**config.mk**
```make
export PLATFORM = sky130hd
export DESIGN_NAME = video_timing_pattern_gen_flat
export DESIGN_NICKNAME = d
export VERILOG_FILES = /design/src/rtl/video_if.sv /design/src/rtl/video_timing_pattern_gen.sv /design/src/flat_wrapper.sv
export SDC_FILE = /design/constraint.sdc
export NUM_CORES = 1
export LEC_CHECK = 0
export CORE_UTILIZATION = 53
export CTS_BUF_LIST = sky130_fd_sc_hd__clkbuf_4
export CTS_CLUSTER_SIZE = 25
export DETAILED_ROUTE_END_ITERATION = 7
export HOLD_SLACK_MARGIN = 0.1
export PLACE_DENSITY = 0.88
export SYNTH_ARGS = -nofsm -noshare
export SYNTH_HDL_FRONTEND = slang
export SYNTH_SLANG_ARGS = --single-unit
```
**constraint.sdc**
```tcl
create_clock -name clk -period 6.1 [get_ports clk]
set_input_delay 0.915 -clock clk [delete_from_list [all_inputs] [get_ports clk]]
set_output_delay 0.915 -clock clk [all_outputs]
set_load 0.1 [all_outputs]
```
**src/rtl/video_if.sv**
```systemverilog
// Video timing/pattern bus: control inputs to the generator and the raster/pixel outputs it produces.
interface video_if #(
    parameter int XW = 10,
    parameter int YW = 10
);
    logic          en;
    logic [1:0]    mode;
    logic [7:0]    red_on;
    logic [7:0]    red_off;
    logic [7:0]    green_on;
    logic [7:0]    green_off;
    logic [7:0]    blue_on;
    logic [7:0]    blue_off;
    logic          hSync;
    logic          vSync;
    logic          drawArea;
    logic          frame_start;
    logic [XW-1:0] pix_x;
    logic [YW-1:0] pix_y;
    logic [7:0]    red;
    logic [7:0]    green;
    logic [7:0]    blue;

    modport master (
        input  en, mode, red_on, red_off, green_on, green_off, blue_on, blue_off,
        output hSync, vSync, drawArea, frame_start, pix_x, pix_y, red, green, blue
    );

    modport slave (
        output en, mode, red_on, red_off, green_on, green_off, blue_on, blue_off,
        input  hSync, vSync, drawArea, frame_start, pix_x, pix_y, red, green, blue
    );
endinterface

```
**src/rtl/video_timing_pattern_gen.sv**
```systemverilog
// Raster timing generator with a four-pattern test source; every output is registered one cycle after the counters.
module video_timing_pattern_gen #(
    parameter int H_ACTIVE = 640,
    parameter int H_FRONT  = 16,
    parameter int H_SYNC   = 96,
    parameter int H_BACK   = 48,
    parameter int V_ACTIVE = 480,
    parameter int V_FRONT  = 10,
    parameter int V_SYNC   = 2,
    parameter int V_BACK   = 33,
    parameter bit HS_POL   = 1'b0,
    parameter bit VS_POL   = 1'b0,
    parameter int BAR_W    = 80,
    parameter int CHK_LOG2 = 5
) (
    input logic    clk,
    input logic    rst,
    video_if.master vif
);
    localparam int H_TOTAL = H_ACTIVE + H_FRONT + H_SYNC + H_BACK;
    localparam int V_TOTAL = V_ACTIVE + V_FRONT + V_SYNC + V_BACK;
    localparam int XW      = $clog2(H_TOTAL);
    localparam int YW      = $clog2(V_TOTAL);
    localparam int BW      = (BAR_W > 1) ? $clog2(BAR_W) : 1;

    localparam logic [XW-1:0] H_ACT_END  = XW'(H_ACTIVE);
    localparam logic [XW-1:0] H_SYNC_BEG = XW'(H_ACTIVE + H_FRONT);
    localparam logic [XW-1:0] H_SYNC_END = XW'(H_ACTIVE + H_FRONT + H_SYNC);
    localparam logic [XW-1:0] H_LAST     = XW'(H_TOTAL - 1);
    localparam logic [YW-1:0] V_ACT_END  = YW'(V_ACTIVE);
    localparam logic [YW-1:0] V_SYNC_BEG = YW'(V_ACTIVE + V_FRONT);
    localparam logic [YW-1:0] V_SYNC_END = YW'(V_ACTIVE + V_FRONT + V_SYNC);
    localparam logic [YW-1:0] V_LAST     = YW'(V_TOTAL - 1);
    localparam logic [BW-1:0] BAR_LAST   = BW'(BAR_W - 1);

    logic [XW-1:0] h_cnt;
    logic [YW-1:0] v_cnt;
    logic [BW-1:0] bar_cnt;
    logic [2:0]    bar_idx;
    logic [1:0]    mode_q;

    logic          frame_origin;
    logic          active;
    logic          hs_on;
    logic          vs_on;
    logic [1:0]    mode_eff;
    logic          sel_r;
    logic          sel_g;
    logic          sel_b;
    logic [7:0]    r_nxt;
    logic [7:0]    g_nxt;
    logic [7:0]    b_nxt;

    always_comb begin
        frame_origin = (h_cnt == '0) && (v_cnt == '0);
        active       = (h_cnt < H_ACT_END) && (v_cnt < V_ACT_END);
        hs_on        = (h_cnt >= H_SYNC_BEG) && (h_cnt < H_SYNC_END);
        vs_on        = (v_cnt >= V_SYNC_BEG) && (v_cnt < V_SYNC_END);
        // The first pixel of a frame already shows the newly sampled mode.
        mode_eff     = frame_origin ? vif.mode : mode_q;
        sel_r        = 1'b1;
        sel_g        = 1'b1;
        sel_b        = 1'b1;
        case (mode_eff)
            2'd0: begin
                sel_r = bar_idx[0];
                sel_g = bar_idx[1];
                sel_b = bar_idx[2];
            end
            2'd1: begin
                sel_r = h_cnt[CHK_LOG2] ^ v_cnt[CHK_LOG2];
                sel_g = sel_r;
                sel_b = sel_r;
            end
            default: ;
        endcase
        r_nxt = sel_r ? vif.red_on   : vif.red_off;
        g_nxt = sel_g ? vif.green_on : vif.green_off;
        b_nxt = sel_b ? vif.blue_on  : vif.blue_off;
        if (mode_eff == 2'd3) begin
            r_nxt = h_cnt[7:0];
            g_nxt = h_cnt[7:0];
            b_nxt = h_cnt[7:0];
        end
    end

    always_ff @(posedge clk or posedge rst) begin
        if (rst) begin
            h_cnt           <= '0;
            v_cnt           <= '0;
            bar_cnt         <= '0;
            bar_idx         <= '0;
            mode_q          <= '0;
            vif.hSync       <= ~HS_POL;
            vif.vSync       <= ~VS_POL;
            vif.drawArea    <= 1'b0;
            vif.frame_start <= 1'b0;
            vif.pix_x       <= '0;
            vif.pix_y       <= '0;
            vif.red         <= '0;
            vif.green       <= '0;
            vif.blue        <= '0;
        end else if (!vif.en) begin
            h_cnt           <= '0;
            v_cnt           <= '0;
            bar_cnt         <= '0;
            bar_idx         <= '0;
            vif.hSync       <= ~HS_POL;
            vif.vSync       <= ~VS_POL;
            vif.drawArea    <= 1'b0;
            vif.frame_start <= 1'b0;
            vif.pix_x       <= '0;
            vif.pix_y       <= '0;
            vif.red         <= '0;
            vif.green       <= '0;
            vif.blue        <= '0;
        end else begin
            vif.hSync       <= hs_on ? HS_POL : ~HS_POL;
            vif.vSync       <= vs_on ? VS_POL : ~VS_POL;
            vif.drawArea    <= active;
            vif.frame_start <= frame_origin;
            vif.pix_x       <= active ? h_cnt : '0;
            vif.pix_y       <= active ? v_cnt : '0;
            vif.red         <= active ? r_nxt : '0;
            vif.green       <= active ? g_nxt : '0;
            vif.blue        <= active ? b_nxt : '0;
            if (frame_origin)
                mode_q <= vif.mode;
            // Bar counters track h_cnt so the bar index needs no divider.
            if (h_cnt == H_LAST) begin
                h_cnt   <= '0;
                bar_cnt <= '0;
                bar_idx <= '0;
                v_cnt   <= (v_cnt == V_LAST) ? '0 : v_cnt + 1'b1;
            end else begin
                h_cnt <= h_cnt + 1'b1;
                if (bar_cnt == BAR_LAST) begin
                    bar_cnt <= '0;
                    bar_idx <= bar_idx + 1'b1;
                end else begin
                    bar_cnt <= bar_cnt + 1'b1;
                end
            end
        end
    end
endmodule

```
**src/flat_wrapper.sv**
```systemverilog
// flat-port wrapper written by rule: the top's interface ports become plain ports
module video_timing_pattern_gen_flat 
#(
    parameter int H_ACTIVE = 640,
    parameter int H_FRONT  = 16,
    parameter int H_SYNC   = 96,
    parameter int H_BACK   = 48,
    parameter int V_ACTIVE = 480,
    parameter int V_FRONT  = 10,
    parameter int V_SYNC   = 2,
    parameter int V_BACK   = 33,
    parameter bit HS_POL   = 1'b0,
    parameter bit VS_POL   = 1'b0,
    parameter int BAR_W    = 80,
    parameter int CHK_LOG2 = 5
)
  (clk, rst, vif_en, vif_mode, vif_red_on, vif_red_off, vif_green_on, vif_green_off, vif_blue_on, vif_blue_off, vif_hSync, vif_vSync, vif_drawArea, vif_frame_start, vif_pix_x, vif_pix_y, vif_red, vif_green, vif_blue);
  video_if #(.XW(($clog2((H_ACTIVE + H_FRONT + H_SYNC + H_BACK)))), .YW(($clog2((V_ACTIVE + V_FRONT + V_SYNC + V_BACK))))) vif_i ();
  input logic clk;
  input logic rst;
  input wire logic [$bits(vif_i.en)-1:0] vif_en;
  input wire logic [$bits(vif_i.mode)-1:0] vif_mode;
  input wire logic [$bits(vif_i.red_on)-1:0] vif_red_on;
  input wire logic [$bits(vif_i.red_off)-1:0] vif_red_off;
  input wire logic [$bits(vif_i.green_on)-1:0] vif_green_on;
  input wire logic [$bits(vif_i.green_off)-1:0] vif_green_off;
  input wire logic [$bits(vif_i.blue_on)-1:0] vif_blue_on;
  input wire logic [$bits(vif_i.blue_off)-1:0] vif_blue_off;
  output wire logic [$bits(vif_i.hSync)-1:0] vif_hSync;
  output wire logic [$bits(vif_i.vSync)-1:0] vif_vSync;
  output wire logic [$bits(vif_i.drawArea)-1:0] vif_drawArea;
  output wire logic [$bits(vif_i.frame_start)-1:0] vif_frame_start;
  output wire logic [$bits(vif_i.pix_x)-1:0] vif_pix_x;
  output wire logic [$bits(vif_i.pix_y)-1:0] vif_pix_y;
  output wire logic [$bits(vif_i.red)-1:0] vif_red;
  output wire logic [$bits(vif_i.green)-1:0] vif_green;
  output wire logic [$bits(vif_i.blue)-1:0] vif_blue;
  assign vif_i.en = vif_en;
  assign vif_i.mode = vif_mode;
  assign vif_i.red_on = vif_red_on;
  assign vif_i.red_off = vif_red_off;
  assign vif_i.green_on = vif_green_on;
  assign vif_i.green_off = vif_green_off;
  assign vif_i.blue_on = vif_blue_on;
  assign vif_i.blue_off = vif_blue_off;
  assign vif_hSync = vif_i.hSync;
  assign vif_vSync = vif_i.vSync;
  assign vif_drawArea = vif_i.drawArea;
  assign vif_frame_start = vif_i.frame_start;
  assign vif_pix_x = vif_i.pix_x;
  assign vif_pix_y = vif_i.pix_y;
  assign vif_red = vif_i.red;
  assign vif_green = vif_i.green;
  assign vif_blue = vif_i.blue;
  video_timing_pattern_gen #(.H_ACTIVE(H_ACTIVE), .H_FRONT(H_FRONT), .H_SYNC(H_SYNC), .H_BACK(H_BACK), .V_ACTIVE(V_ACTIVE), .V_FRONT(V_FRONT), .V_SYNC(V_SYNC), .V_BACK(V_BACK), .HS_POL(HS_POL), .VS_POL(VS_POL), .BAR_W(BAR_W), .CHK_LOG2(CHK_LOG2)) u_core (.clk(clk), .rst(rst), .vif(vif_i));
endmodule
```
=== Yosys cells after proc, flatten, opt, wreduce, memory -nomap -nowiden ===
Index checks and enable logic that the tools add are counted.

* Register bits: 80
* Input bits: 53
* Output and inout bits: 48
* Logic and storage cells: 76

* Add/subtract/negate cells: 4
* Order comparisons: 6
* Equality and inequality tests: 7
* Multiplexer cells: 37
* Bitwise operators: 1
* Reduce and logical (&&, ||, !) cells: 7

{| class="wikitable"
|+ Operators with widths
! kind !! number
|-
| 8-bit 2-to-1 mux || 12
|-
| 10-bit 2-to-1 mux || 9
|-
| 7-bit 2-to-1 mux || 3
|-
| 10-bit by 1-bit adder with 10-bit output (second input constant) || 2
|-
| 10-bit == test (second input constant) || 2
|-
| 10-bit zero test || 2
|-
| 10-bit less-than comparator (second input constant) || 2
|-
| 10-bit by 9-bit less-than comparator with 1-bit output (second input constant) || 2
|-
| 10-bit greater-or-equal comparator (second input constant) || 1
|-
| 10-bit by 9-bit greater-or-equal comparator with 1-bit output (second input constant) || 1
|-
| 3-bit 2-to-1 mux || 3
|-
| 7-bit by 1-bit adder with 7-bit output (second input constant) || 1
|-
| 7-bit == test (second input constant) || 1
|-
| 1-bit 2-to-1 mux || 6
|-
| 1-bit case mux with 2 select lines || 3
|-
| 1-bit logical AND || 4
|-
| 3-bit by 1-bit adder with 3-bit output (second input constant) || 1
|-
| 3-bit by 1-bit inequality test with 1-bit output (second input constant) || 1
|-
| 2-bit by 1-bit == test with 1-bit output (second input constant) || 1
|-
| 2-bit == test (second input constant) || 1
|-
| 2-bit zero test || 1
|-
| 2-bit 2-to-1 mux || 1
|-
| 2-bit by 1-bit inequality test with 1-bit output (second input constant) || 1
|-
| 1-bit bitwise XOR || 1
|}

=== Depth between registers and ports, before layout ===
Gate-level depths: netlist of the first run.

* Depth in word-level cells: 9
* Depth in mapped cells: 8
* Depth with buffers taken out: 8

=== Worst setup path before layout of the first run ===
Ideal clock, no wire load.

* Path kind: register -> register
* Start: register u_core.h_cnt[5]
* End: register u_core.vif.red[0]
* Data arrival time: 2.808 ns
* Path slack: 3.169 ns
* Cell stages (with the launch flop): 8
* Clock period less this slack: 2.931 ns
* Cell sequence: dfrtp_1 buf_6 or3_4 or4_4 nor3_2 mux2i_1 a31oi_4 o221a_2

* Longest elaborated chain between the ends: 9
* Elaborated cells on any way between the ends: 14
* Classes of those cells: 1 x order compare; 2 x eq/ne; 6 x mux; 1 x bitwise; 4 x reduce/logical

{| class="wikitable"
|+ RTL lines
! item !! line !! text
|-
| from (decl) || video_timing_pattern_gen.sv:36 || <nowiki>logic [XW-1:0] h_cnt;</nowiki>
|-
| from (signal assigned) || video_timing_pattern_gen.sv:136 || <nowiki>h_cnt <= h_cnt + 1'b1;</nowiki>
|-
| 10-bit zero test || video_timing_pattern_gen.sv:55 || <nowiki>frame_origin = (h_cnt == '0) && (v_cnt == '0);</nowiki>
|-
| 1-bit logical AND || video_timing_pattern_gen.sv:55 ||
|-
| 2-bit 2-to-1 mux || - ||
|-
| 2-bit by 1-bit == test with 1-bit output / 2-bit zero test (equally long branches) || video_timing_pattern_gen.sv:64 || <nowiki>case (mode_eff)</nowiki>
|-
| 1-bit case mux with 2 select lines || video_timing_pattern_gen.sv:64 ||
|-
| 8-bit 2-to-1 mux || video_timing_pattern_gen.sv:77 || <nowiki>r_nxt = sel_r ? vif.red_on : vif.red_off;</nowiki>
|-
| 8-bit 2-to-1 mux || video_timing_pattern_gen.sv:80 || <nowiki>if (mode_eff == 2'd3) begin</nowiki>
|-
| 8-bit 2-to-1 mux * || video_timing_pattern_gen.sv:124 || <nowiki>vif.red <= active ? r_nxt : '0;</nowiki>
|-
| 8-bit 2-to-1 mux * || video_timing_pattern_gen.sv:103 || <nowiki>end else if (!vif.en) begin</nowiki>
|-
| to (signal assigned) || video_timing_pattern_gen.sv:124 ||
|-
| to (decl) || video_if.sv:26 || <nowiki>output hSync, vSync, drawArea, frame_start, pix_x, pix_y, red, green, blue</nowiki>
|}

Mark *: on every way between the ends. The rest lies on a longest branch, timed or not.
A chain may end at the register's enable or synchronous reset.

=== Worst setup path after layout of the first run ===
* Start: register u_core.h_cnt[4]
* End: register u_core.vif.red[6]

Same word-level chain as after synthesis.

==> results of run 1 <==
[metrics by stage]
stage,power [mW],worst slack [ps],std cells
2_1_floorplan,1.15,3140,316
3_3_place_gp,1.33,2980,483
3_5_place_dp,1.34,2860,483
4_1_cts,1.69,2840,499
5_1_grt,1.75,2650,499
6_report,1.69,2810,499
[sequential cells by signal, summed over array words and instances, names as in the netlist]
name                    count
u_core.vif.hSync            1
u_core.bar_idx              3
u_core.vif.pix_x           10
u_core.vif.blue             8
u_core.mode_q               2
u_core.vif.vSync            1
u_core.bar_cnt              7
u_core.h_cnt               10
u_core.vif.frame_start      1
u_core.vif.red              8
u_core.v_cnt               10
u_core.vif.drawArea         1
u_core.vif.pix_y           10
u_core.vif.green            8
[placed cells by master (no fill, tap or decap), drive strengths merged, types with 3 or more instances in the layout]
| master | n |
|---|---|
| clkdlybuf4s50 | 100 |
| dfrtp | 78 |
| nor2 | 30 |
| o221a | 24 |
| nand2 | 19 |
| o21ai | 18 |
| and2 | 13 |
| nor4 | 12 |
| clkbuf | 11 |
| inv | 11 |
| o21a | 10 |
| xnor2 | 9 |
| nand3 | 9 |
| nor3 | 7 |
| xor2 | 6 |
| ha | 6 |
| or3 | 6 |
| nand2b | 5 |
| nand4 | 4 |
| and3 | 4 |
| mux2 | 3 |
| mux2i | 3 |
| a31oi | 3 |
| nor2b | 3 |
| a21oi | 3 |
| buf | 3 |
| clkinv | 3 |
[worst max path at each step]
stage,slack [ps],start,end,cells after the start
6_report,2810,u_core.h_cnt[4],u_core.vif.red[6],6
5_1_grt,2650,u_core.h_cnt[5],u_core.vif.red[5],6
4_1_cts,2840,u_core.h_cnt[4],u_core.vif.red[6],6
3_5_place_dp,2860,u_core.h_cnt[4],u_core.vif.red[7],6
3_3_place_gp,2980,u_core.h_cnt[5],u_core.vif.red[7],6
2_1_floorplan,3140,rst,u_core.bar_cnt[0],1
[Yosys cell counts (2+ instances only)]
| master | count |
|---|---|
| dfrtp_1 | 78 |
| nor2_1 | 30 |
| o221a_2 | 20 |
| nand2_1 | 19 |
| and2_1 | 13 |
| o21ai_0 | 12 |
| clkbuf_1 | 11 |
| inv_1 | 11 |
| nor4_1 | 11 |
| o21a_1 | 10 |
| nand3_1 | 9 |
| xnor2_1 | 9 |
| ha_1 | 6 |
| nor3_1 | 6 |
| xor2_1 | 6 |
| nand2b_1 | 5 |
| and3_1 | 4 |
| nand4_1 | 4 |
| o21ai_2 | 4 |
| o221a_1 | 4 |
| or3_4 | 4 |
| a21oi_1 | 3 |
| a31oi_4 | 3 |
| mux2_2 | 3 |
| mux2i_1 | 3 |
| nor2b_1 | 3 |
| dfstp_2 | 2 |
| nand3b_1 | 2 |
| o21ai_1 | 2 |
| o41ai_1 | 2 |
| or3_1 | 2 |
[power by group through the flow]
stage	clock, mW	sequential, mW	combinational [mW]
after floorplan	0	0.951	0.199
after global placement	0	0.617	0.713
after detailed placement	0	0.619	0.723
after CTS	0.359	0.608	0.725
after global routing	0.383	0.612	0.752
final	0.354	0.608	0.724
[final cells by class]
cell class                      instances  area share
Multi-Input combinational cell        211       0.312
Sequential cell                        80       0.414
Inverter                               12     0.00930
Timing Repair Buffer                  103       0.211
Clock buffer                           11      0.0170
Clock inverter                          5      0.0168
Tap cell                               77      0.0199
[routing by layer]
layer / vias up / part of all wire
met5: - / 0
met2: 71 / 0.54
met3: 12 / 0.040
li1: 1342 / -
met4: 0 / 0.016
met1: 1456 / 0.41
[logic make-up (layout without fill, tap and decap cells)]
family / Yosys count / in the layout / synth area share
flip-flops: 80 / 80 / 0.554
other: 1 / 1 / 0.00104
AO/OA/AOI/OAI: 64 / 64 / 0.162
AND/OR/NAND/NOR: 119 / 119 / 0.179
XOR/XNOR: 15 / 15 / 0.0363
adder cells (fa/ha/maj): 6 / 6 / 0.0207
buffers and inverters: 25 / 131 / 0.0290
multiplexers: 6 / 6 / 0.0176
[worst reg2reg max path, stage by stage, from the launching register on]
cell,delay [ps]
dfrtp_1,500
or3_4,410
or4_4,470
nor3_2,250
mux2i_1,860
o21ai_2,360
o221a_1,340
==> metrics.md, run 1 <==
| Metric | Value |
|---|---|
| Worst VDD drop | `0.000159 V` |
| Vias in the first global route | `2916` |
| Cell family with most CP delay | `simple AND/OR/NAND/NOR gates` |
| Fin. max-slew vios | `0` |
| Port Buffers | `100` |
| Slew HR | `0.323` |
| Netlist cell types | `46` |
| Routed wire length | `9.06 mm` |
| CP Cell Sequence | `or3_4, or4_4, nor3_2, mux2i_1, o21ai_2, o221a_1` |
| Core Footprint | `6460 sq um` |
| Clock power share | `0.210` |
| Switching share of total power | `0.428` |
| Layout cells sized above 1 | `0.147` |
| Synth warnings | `0` |
| Sequential Power Share | `0.360` |
| Int Power | `0.964 mW` |
| Minimum hold slack | `466 ps` |
| Largest net degree at the start of global routing | `81` |
| Area share of the largest cell type after synthesis | `0.539` |
| R2r setup slk | `2810 ps` |
| Via density | `5.77` |
| Required @ worst endpoint | `6420 ps` |
| Synthesized net count | `375` |
| Met2 Use GR | `0.458` |
| Yosys top cell by area | `dfrtp_1` |
| Diodes inserted | `0` |
| Most used routing layer | `met2` |
| Met1 usage | `0.332` |
| Area of the multi-input gates | `1510 sq um` |
| Max Freq | `304 MHz` |
| CTS H-tree lvls | `3` |
| Worst Hold Depth | `1` |
| Final number of setup-violating endpoints | `0` |
| DRT Pass-1 Iters | `8` |
| WHS Endpoint | `u_core.bar_cnt[0]` |
| Row cnt | `29` |
| Boundary Pins | `101` |
| Hold crit path type | `reg2reg` |
| Tmin final | `3290 ps` |
| Fraction of registers with async set/reset | `1.00` |
| Starting Density | `0.560` |
| Top post-synthesis cells by area | `dfrtp_1, o221a_2, nor2_1` |
| Sequential cell area fraction in the yosys report | `0.554` |
| Worst path max stage delay | `850 ps` |
| Post-synth EDFFs | `0` |
| Post-CTS Setup Inserts | `0` |
| Reg area | `2000 sq um` |
| Cts bufs inserted | `9` |
| Max-cap violations | `0` |
| Worst Setup End Kind | `register` |
| Hold_sp | `u_core.bar_cnt[0]` |
| Finished Core Util | `0.750` |
| Residual DRC | `4` |
| Detailed-route wire length per cell | `18.2 um` |
| Horiz. Die Dim | `84.6 um` |
| Failing checks | `DRC` |
| Clock Path Buffers | `2` |
| HPWL after detailed placement | `6.54 mm` |
| Slowest CP cell | `mux2i_1` |
| Setup tns final | `0 ps` |
| Worst Max-Slew Pin Slew | `1010 ps` |
| First-iteration detailed-routing DRC count | `232` |
| Post-route cell area | `4840 sq um` |
| Run status | `complete, but fails checks` |
| CTS Hold Buffers Added | `0` |
| Reg2Reg Depth | `6` |
| Worst Skew | `15.5 ps` |
| Final period util | `0.540` |
| Clk sinks | `80` |
| Die height | `84.6 um` |
| Die area | `7160 sq um` |
| Terminus of the critical flop-to-flop path | `u_core.vif.red[6]` |
| Area growth syn-to-layout | `33.8%` |
| R2R Path Start | `u_core.h_cnt[4]` |
| CTS tree | `done` |
| Area post-placement | `4680 sq um` |
| Mapped Area | `3620 sq um` |
| Synth Flop Type | `dfrtp_1` |
| Syn_area_per_cell | `11.5 sq um` |
| Resized cells post-CTS | `0` |
| FF+latch count, synth | `80` |
| Fill cells | `419` |
| WP data arrival | `3620 ps` |
| Worst skew pair latency | `430 ps` |
| Clock Tree Root | `clkbuf_4` |
| Routed Antenna Nets | `0` |
| Final hold vios | `0` |
| Clock Pin Slew Worst Setup and Hold Paths | `120 ps` |
| Initial antenna violation count | `0` |
| M3 GR Usage | `0.0403` |
| Critical path class | `reg2reg` |
| Grt total ovfl | `0` |
| Routed vias | `2881` |
| Pleak | `2.05 nW` |
| Gr usage total | `0.265` |
| RSZ-0062 raised after global routing | `no` |
| Comb pwr share | `0.430` |
| First-pass GRT wire length | `14.4 mm` |
| Crit-path max FO | `8` |
| Final #Nets | `476` |
| Worst setup SP type | `register` |
| Synthesized instance count | `316` |
| Critical path buffers and inverters | `0` |
| P_sw | `0.722 mW` |
| GP Congestion | `0.854` |
| P per Cell Area | `348 nW/um^2` |
Power figures use the tool's default switching activity.
==> run 2, diff against run 1 <==
--- a/config.mk
+++ b/config.mk
@@ -5,12 +5,12 @@
 export SDC_FILE = /design/constraint.sdc
 export NUM_CORES = 1
 export LEC_CHECK = 0
-export CORE_UTILIZATION = 53
+export CORE_UTILIZATION = 45
 export CTS_BUF_LIST = sky130_fd_sc_hd__clkbuf_4
 export CTS_CLUSTER_SIZE = 25
 export DETAILED_ROUTE_END_ITERATION = 7
 export HOLD_SLACK_MARGIN = 0.1
-export PLACE_DENSITY = 0.88
+export PLACE_DENSITY = 0.8
 export SYNTH_ARGS = -nofsm -noshare
 export SYNTH_HDL_FRONTEND = slang
 export SYNTH_SLANG_ARGS = --single-unit
==> constraint.sdc (replaced) <==
create_clock -name clk -period 2.7 [get_ports clk]
set_input_delay 0.405 -clock clk [delete_from_list [all_inputs] [get_ports clk]]
set_output_delay 0.405 -clock clk [all_outputs]
set_load 0.1 [all_outputs]
==> metrics.md, run 2 (synthesized netlist as in run 1, its figures left out) <==
| Metric | Value |
|---|---|
| Run status | `finished, final reports clean` |
| Cts bufs inserted | `9` |
| Routed vias | `2985` |
| Largest net degree at the start of global routing | `41` |
| Clock Tree Root | `clkbuf_4` |
| Worst setup margin | `111 ps` |
| Required @ worst endpoint | `3060 ps` |
| Final hold vios | `0` |
| P per Cell Area | `787 nW/um^2` |
| HPWL after detailed placement | `6.88 mm` |
| Commonest non-fill, non-tap cell in the layout | `dfrtp_1` |
| Core Footprint | `7770 sq um` |
| Slew HR | `0.623` |
| Crit-path max FO | `8` |
| Port Buffers | `100` |
| Hold crit path type | `in2async` |
| Pwr Total | `3.91 mW` |
| Routed wire length | `9.15 mm` |
| Vias in the first global route | `2940` |
| Comb pwr share | `0.419` |
| Dpl ws | `107 ps` |
| Worst Max-Slew Pin Slew | `565 ps` |
| Gr usage total | `0.229` |
| P_sw | `1.65 mW` |
| Commonest cells after routing, fill and taps aside | `dfrtp_1, buf_4, clkdlybuf4s50_1, nor2_1, o221a_2` |
| Clock Path Buffers | `2` |
| Switching share of total power | `0.420` |
| Final #Nets | `497` |
| Layout cells sized above 1 | `0.298` |
| Worst Setup End Kind | `register` |
| Max-cap violations | `0` |
| Routed Antenna Nets | `0` |
| DRT Pass-1 Iters | `5` |
| CTS tree | `done` |
| WP data arrival | `2950 ps` |
| Worst Skew | `13.1 ps` |
| Final period util | `0.959` |
| Fin cells | `545` |
| RSZ-0062 raised after global routing | `yes` |
| Worst VDD drop | `0.000316 V` |
| Int Power | `2.27 mW` |
| First-iteration detailed-routing DRC count | `197` |
| Pleak | `2.25 nW` |
| Initial antenna violation count | `0` |
| Die area | `8410 sq um` |
| Placed insts | `528` |
| Detailed-route wire length per cell | `16.8 um` |
| Grt total ovfl | `0` |
| Row cnt | `32` |
| Worst setup SP type | `register` |
| GP Congestion | `0.882` |
| Residual DRC | `0` |
| Diodes inserted | `0` |
| Setup tns final | `0 ps` |
| Critical path class | `reg2reg` |
| Starting Density | `0.466` |
| Clock Pin Slew Worst Setup and Hold Paths | `130 ps` |
| Area growth syn-to-layout | `37.4%` |
| Sequential Power Share | `0.352` |
| Clk sinks | `80` |
| CTS H-tree lvls | `3` |
| Via density | `5.48` |
| CP Cell Sequence | `or3_4, or4_4, o31a_4, or3_4, a31oi_4, o221a_2` |
| Boundary Pins | `101` |
| Tmin final | `2590 ps` |
| Final number of setup-violating endpoints | `0` |
| Fin. max-slew vios | `0` |
| CP most frequent cell | `or3_4` |
| Max Freq | `386 MHz` |
| Slowest CP cell | `or4_4` |
| Die height | `91.7 um` |
| Worst skew pair latency | `420 ps` |
| Fill cells | `641` |
| Horiz. Die Dim | `91.7 um` |
| First-pass GRT wire length | `14.7 mm` |
| Clock power share | `0.228` |
| Worst path max stage delay | `470 ps` |
run 2: changes by cell type in the layout (fill, tap and decap cells not counted), moves of 2 or more:
cell / change
buf_12: +2
clkdlybuf4s50_1: -48
clkbuf_4: -2
buf_4: +67
run 2: per-stage QoR:
| stage | utilization | hold slack [ps] | cell area, sq um |
|---|---|---|---|
| 6_report | 0.640 | 343 | 4970 |
| 4_1_cts | 0.638 | 334 | 4950 |
| 5_1_grt | 0.640 | 357 | 4970 |
| 3_3_place_gp | 0.614 | 442 | 4770 |
| 2_1_floorplan | - | 425 | 3630 |
| 3_5_place_dp | 0.614 | 459 | 4770 |
run 2: final cells by class:
class                   count  area (sq um)  share of cell area
clock buffers               9          67.6              0.0136
repair buffers            124          1090               0.218
inverters                  12          45.0             0.00906
multi-input cells         211          1520               0.306
clock inverters             7           119              0.0239
flip-flops and latches     80          2000               0.403
well taps                 102           128              0.0257
run 2: worst max-delay path: cells and delay by family (launching register included):
family	cells	cell delay [ps]
flops	1	400
simple gates	3	1240
compound gates	3	880
run 2: final timing paths:
path | from | end | slack (ps) | cells past startpoint
worst max-delay path | u_core.h_cnt[5] | u_core.vif.red[7] | 110 | 6
worst min-delay path | rst | u_core.vif.green[4] | 340 | 2
worst max register to register | u_core.h_cnt[5] | u_core.vif.red[7] | 110 | 6
worst min register to register | u_core.bar_cnt[0] | u_core.bar_cnt[0] | 470 | 1
max in group asynchronous | rst | u_core.vif.hSync | 1680 | 3
min in group clk | u_core.bar_cnt[0] | u_core.bar_cnt[0] | 470 | 1
run 2: what timing repair did:
item,in CTS,in global routing
hold buffers,0,0
setup buffers,0,1
setup endpoints to repair,0,24
resized for setup,0,1
run 2: per-layer routing:
metal / GRT usage / part of all wire / vias up
li1: - / - / 1393
met1: 0.280 / 0.40 / 1447
met2: 0.390 / 0.52 / 117
met3: 0.0381 / 0.047 / 28
met4: 0.122 / 0.033 / 0
met5: 0 / 0 / -
run 2: power by group through the flow:
stage / clock [mW] / combinational (mW) / sequential, mW
after floorplan: 0 / 0.459 / 2.15
after global placement: 0 / 1.59 / 1.40
after detailed placement: 0 / 1.62 / 1.40
after CTS: 0.916 / 1.62 / 1.38
after global routing: 0.966 / 1.72 / 1.39
final: 0.893 / 1.64 / 1.38
==> variant: new RTL, settings of run 2 <==
`H_FRONT` is set to 16 in 2 places; all go to 32.
--- a/src/rtl/video_timing_pattern_gen.sv
+++ b/src/rtl/video_timing_pattern_gen.sv
@@ -1,7 +1,7 @@
 // Raster timing generator with a four-pattern test source; every output is registered one cycle after the counters.
 module video_timing_pattern_gen #(
     parameter int H_ACTIVE = 640,
-    parameter int H_FRONT  = 16,
+    parameter int H_FRONT  = 32,
     parameter int H_SYNC   = 96,
     parameter int H_BACK   = 48,
     parameter int V_ACTIVE = 480,
--- a/src/flat_wrapper.sv
+++ b/src/flat_wrapper.sv
@@ -2,7 +2,7 @@
 module video_timing_pattern_gen_flat 
 #(
     parameter int H_ACTIVE = 640,
-    parameter int H_FRONT  = 16,
+    parameter int H_FRONT  = 32,
     parameter int H_SYNC   = 96,
     parameter int H_BACK   = 48,
     parameter int V_ACTIVE = 480,
Function: no difference found for any inputs over 10 cycles, from zero or initial values and one cycle with rst high; that may be too few to reach the edited logic, so the function may still have changed.
==> variant against run 2 <==
Wire length shrank 5.5%; combinational power down 28%; synthesized area is 0.59% higher; sequential share of layout area grew 0.66 points; design area decreased by 1.6%; hold slack gained 0.015 ns; total power is 19% lower; first-iteration DRC count fell by 26%; sequential cell count unchanged; setup slack got worse by 0.059 ns; sequential power down 4%.
==> variant: results (changes against run 2) <==
metric;value;unit;change
main combinational cell family by area after synthesis;simple AND/OR/NAND/NOR gates;;unchanged
Tot GR Track Use;21.5;%;was 22.9%
slowest CP cell;or4_4;;unchanged
CP max stage delay;0.44;ns;was 0.47 ns
DP HPWL;6680;um;was 6880 um
Compound-Gate Fraction of Synth Area;14.8;%;was 16.2%
async set-reset flop share out of synthesis;100;%;unchanged
mux share of post-synthesis cell area;1.82;%;was 1.76%
YS warnings;0;;unchanged
total CTS buffers;9;;unchanged
Pleak;2.30;nW;was 2.25 nW
Clock Pin Slew Worst Setup and Hold Paths;0.15;ns;was 0.13 ns
Rel. slew slack;58.2;%;was 62.3%
TritonRoute pass-1 iters;4;;was 5
clk buf depth;2;;unchanged
crit path DAT;2.98;ns;was 2.95 ns
Hold WC Path Type;primary input to asynchronous set/reset pin;;unchanged
Crit Path Max Fanout;8;;unchanged
post-synthesis sequential area ratio;55.1;%;was 55.4%
htree depth;3;;unchanged
Syn Nets;355;;was 375
grt met1 use;26.6;%;was 28.0%
outcome;finished clean;;unchanged
top cells by instance count after synthesis;78 x dfrtp_1, 27 x nor2_1, 21 x and2_1;;was 78 x dfrtp_1, 30 x nor2_1, 20 x o221a_2
vias in the first global route;2805;;was 2940
initial antenna violation count;0;;unchanged
RD Place Congestion;0.826;;was 0.882
Net Sw Frac;41.9;%;was 42.0%
placed inst area;4750;um^2;was 4770 um^2
Post-Synth Adder-Cell Area;2.06;%;was 2.07%
Vias/cell;5.25;;was 5.48
fraction of layout cells with a size suffix above 1;31.0;%;was 29.8%
library cells used by synthesis;49;;was 46
first-pass GRT wire length;13800;um;was 14700 um
Crit path max-delay family;simple AND/OR/NAND/NOR gates;;unchanged
largest net degree at the start of global routing;36;;was 41
Reg2Reg Depth;7;;was 6
nets@finish;477;;was 497
Worst Clk Skew;0.0175;ns;was 0.0131 ns
Post-Synth XOR/XNOR Area;4.81;%;was 3.63%
n_diodes;0;;unchanged
Global Route met2 Usage;36.4;%;was 39.0%
# port buffers;100;;unchanged
top post-synthesis cells by area;dfrtp_1 54%, o221a_2 5.3%, and2_1 3.6%;;was dfrtp_1 54%, o221a_2 6.2%, nor2_1 3.1%
Avg WL per Cell;16.5;um;was 16.8 um
DRT iter0 DRCs;146;;was 197
maximum vdd drop;325;uV;was 316 uV
met3 Use GR;4.06;%;was 3.81%
variant: cell types whose count changed after synthesis, sizes merged, moves of 4 or more:
| cell | change |
|---|---|
| and3 | +6 |
| nor3 | -5 |
| nand2 | -10 |
| o21ai | -7 |
| xor2 | +4 |
| clkbuf | -5 |
| and2 | +9 |
| nor4 | -9 |
| buf | +5 |
variant: power groups by stage:
stage	Sequential, mW	Clock [mW]	Combinational [mW]
after floorplan	1.89	0	0.341
after global placement	1.35	0	1.15
after detailed placement	1.35	0	1.17
after CTS	1.33	0.672	1.17
after global routing	1.34	0.736	1.22
final	1.32	0.657	1.18
variant: path summary, 6_finish.rpt:
path,slack (ns),start,to
max,0.05,u_core.h_cnt[4]$_DFF_PP0_,u_core.vif.red[5]$_DFF_PP0_
min,0.36,rst,u_core.vif.blue[5]$_DFF_PP0_
max reg2reg,0.05,u_core.h_cnt[4]$_DFF_PP0_,u_core.vif.red[5]$_DFF_PP0_
min reg2reg,0.48,u_core.bar_cnt[0]$_DFF_PP0_,u_core.bar_cnt[0]$_DFF_PP0_
max in group asynchronous,1.67,rst,u_core.vif.vSync$_DFF_PP1_
min in group clk,0.48,u_core.bar_cnt[0]$_DFF_PP0_,u_core.bar_cnt[0]$_DFF_PP0_
variant: kinds of logic after synthesis:
kind of cell | Yosys count
and+or+nand+nor | 106
DFF | 80
AOI/OAI and AO/OA | 55
buffers and inverters | 22
xor gates and xnor gates | 20
adders and majority gates | 6
muxes | 6
other | 1
variant: cell type report:
class,count,area [um^2]
fill,624,2870
multi-input combinational,194,1520
inverter,9,33.8
clock buffer,9,67.6
tap,102,128
timing repair buffer,124,1080
sequential,80,2000
clock inverter,7,60.1
variant: per-layer routing:
metal,vias up,part of all wire [%]
li1,1296,-
met1,1351,40
met2,83,52
met3,25,4.2
met4,0,3.3
met5,-,0
variant: repair_timing:
item | in CTS | in global routing
hold buffers | 0 | 0
gates resized for setup | 0 | 3
setup buffers | 0 | 2
setup endpoints to repair | 0 | 24
variant: metrics by stage:
step	setup WS (ns)	cells
after detailed placement	0.0296	507
after global routing	-0.0346	525
final	0.0522	525
after global placement	0.0730	507
after CTS	0.0198	523
after floorplan	-0.0465	296
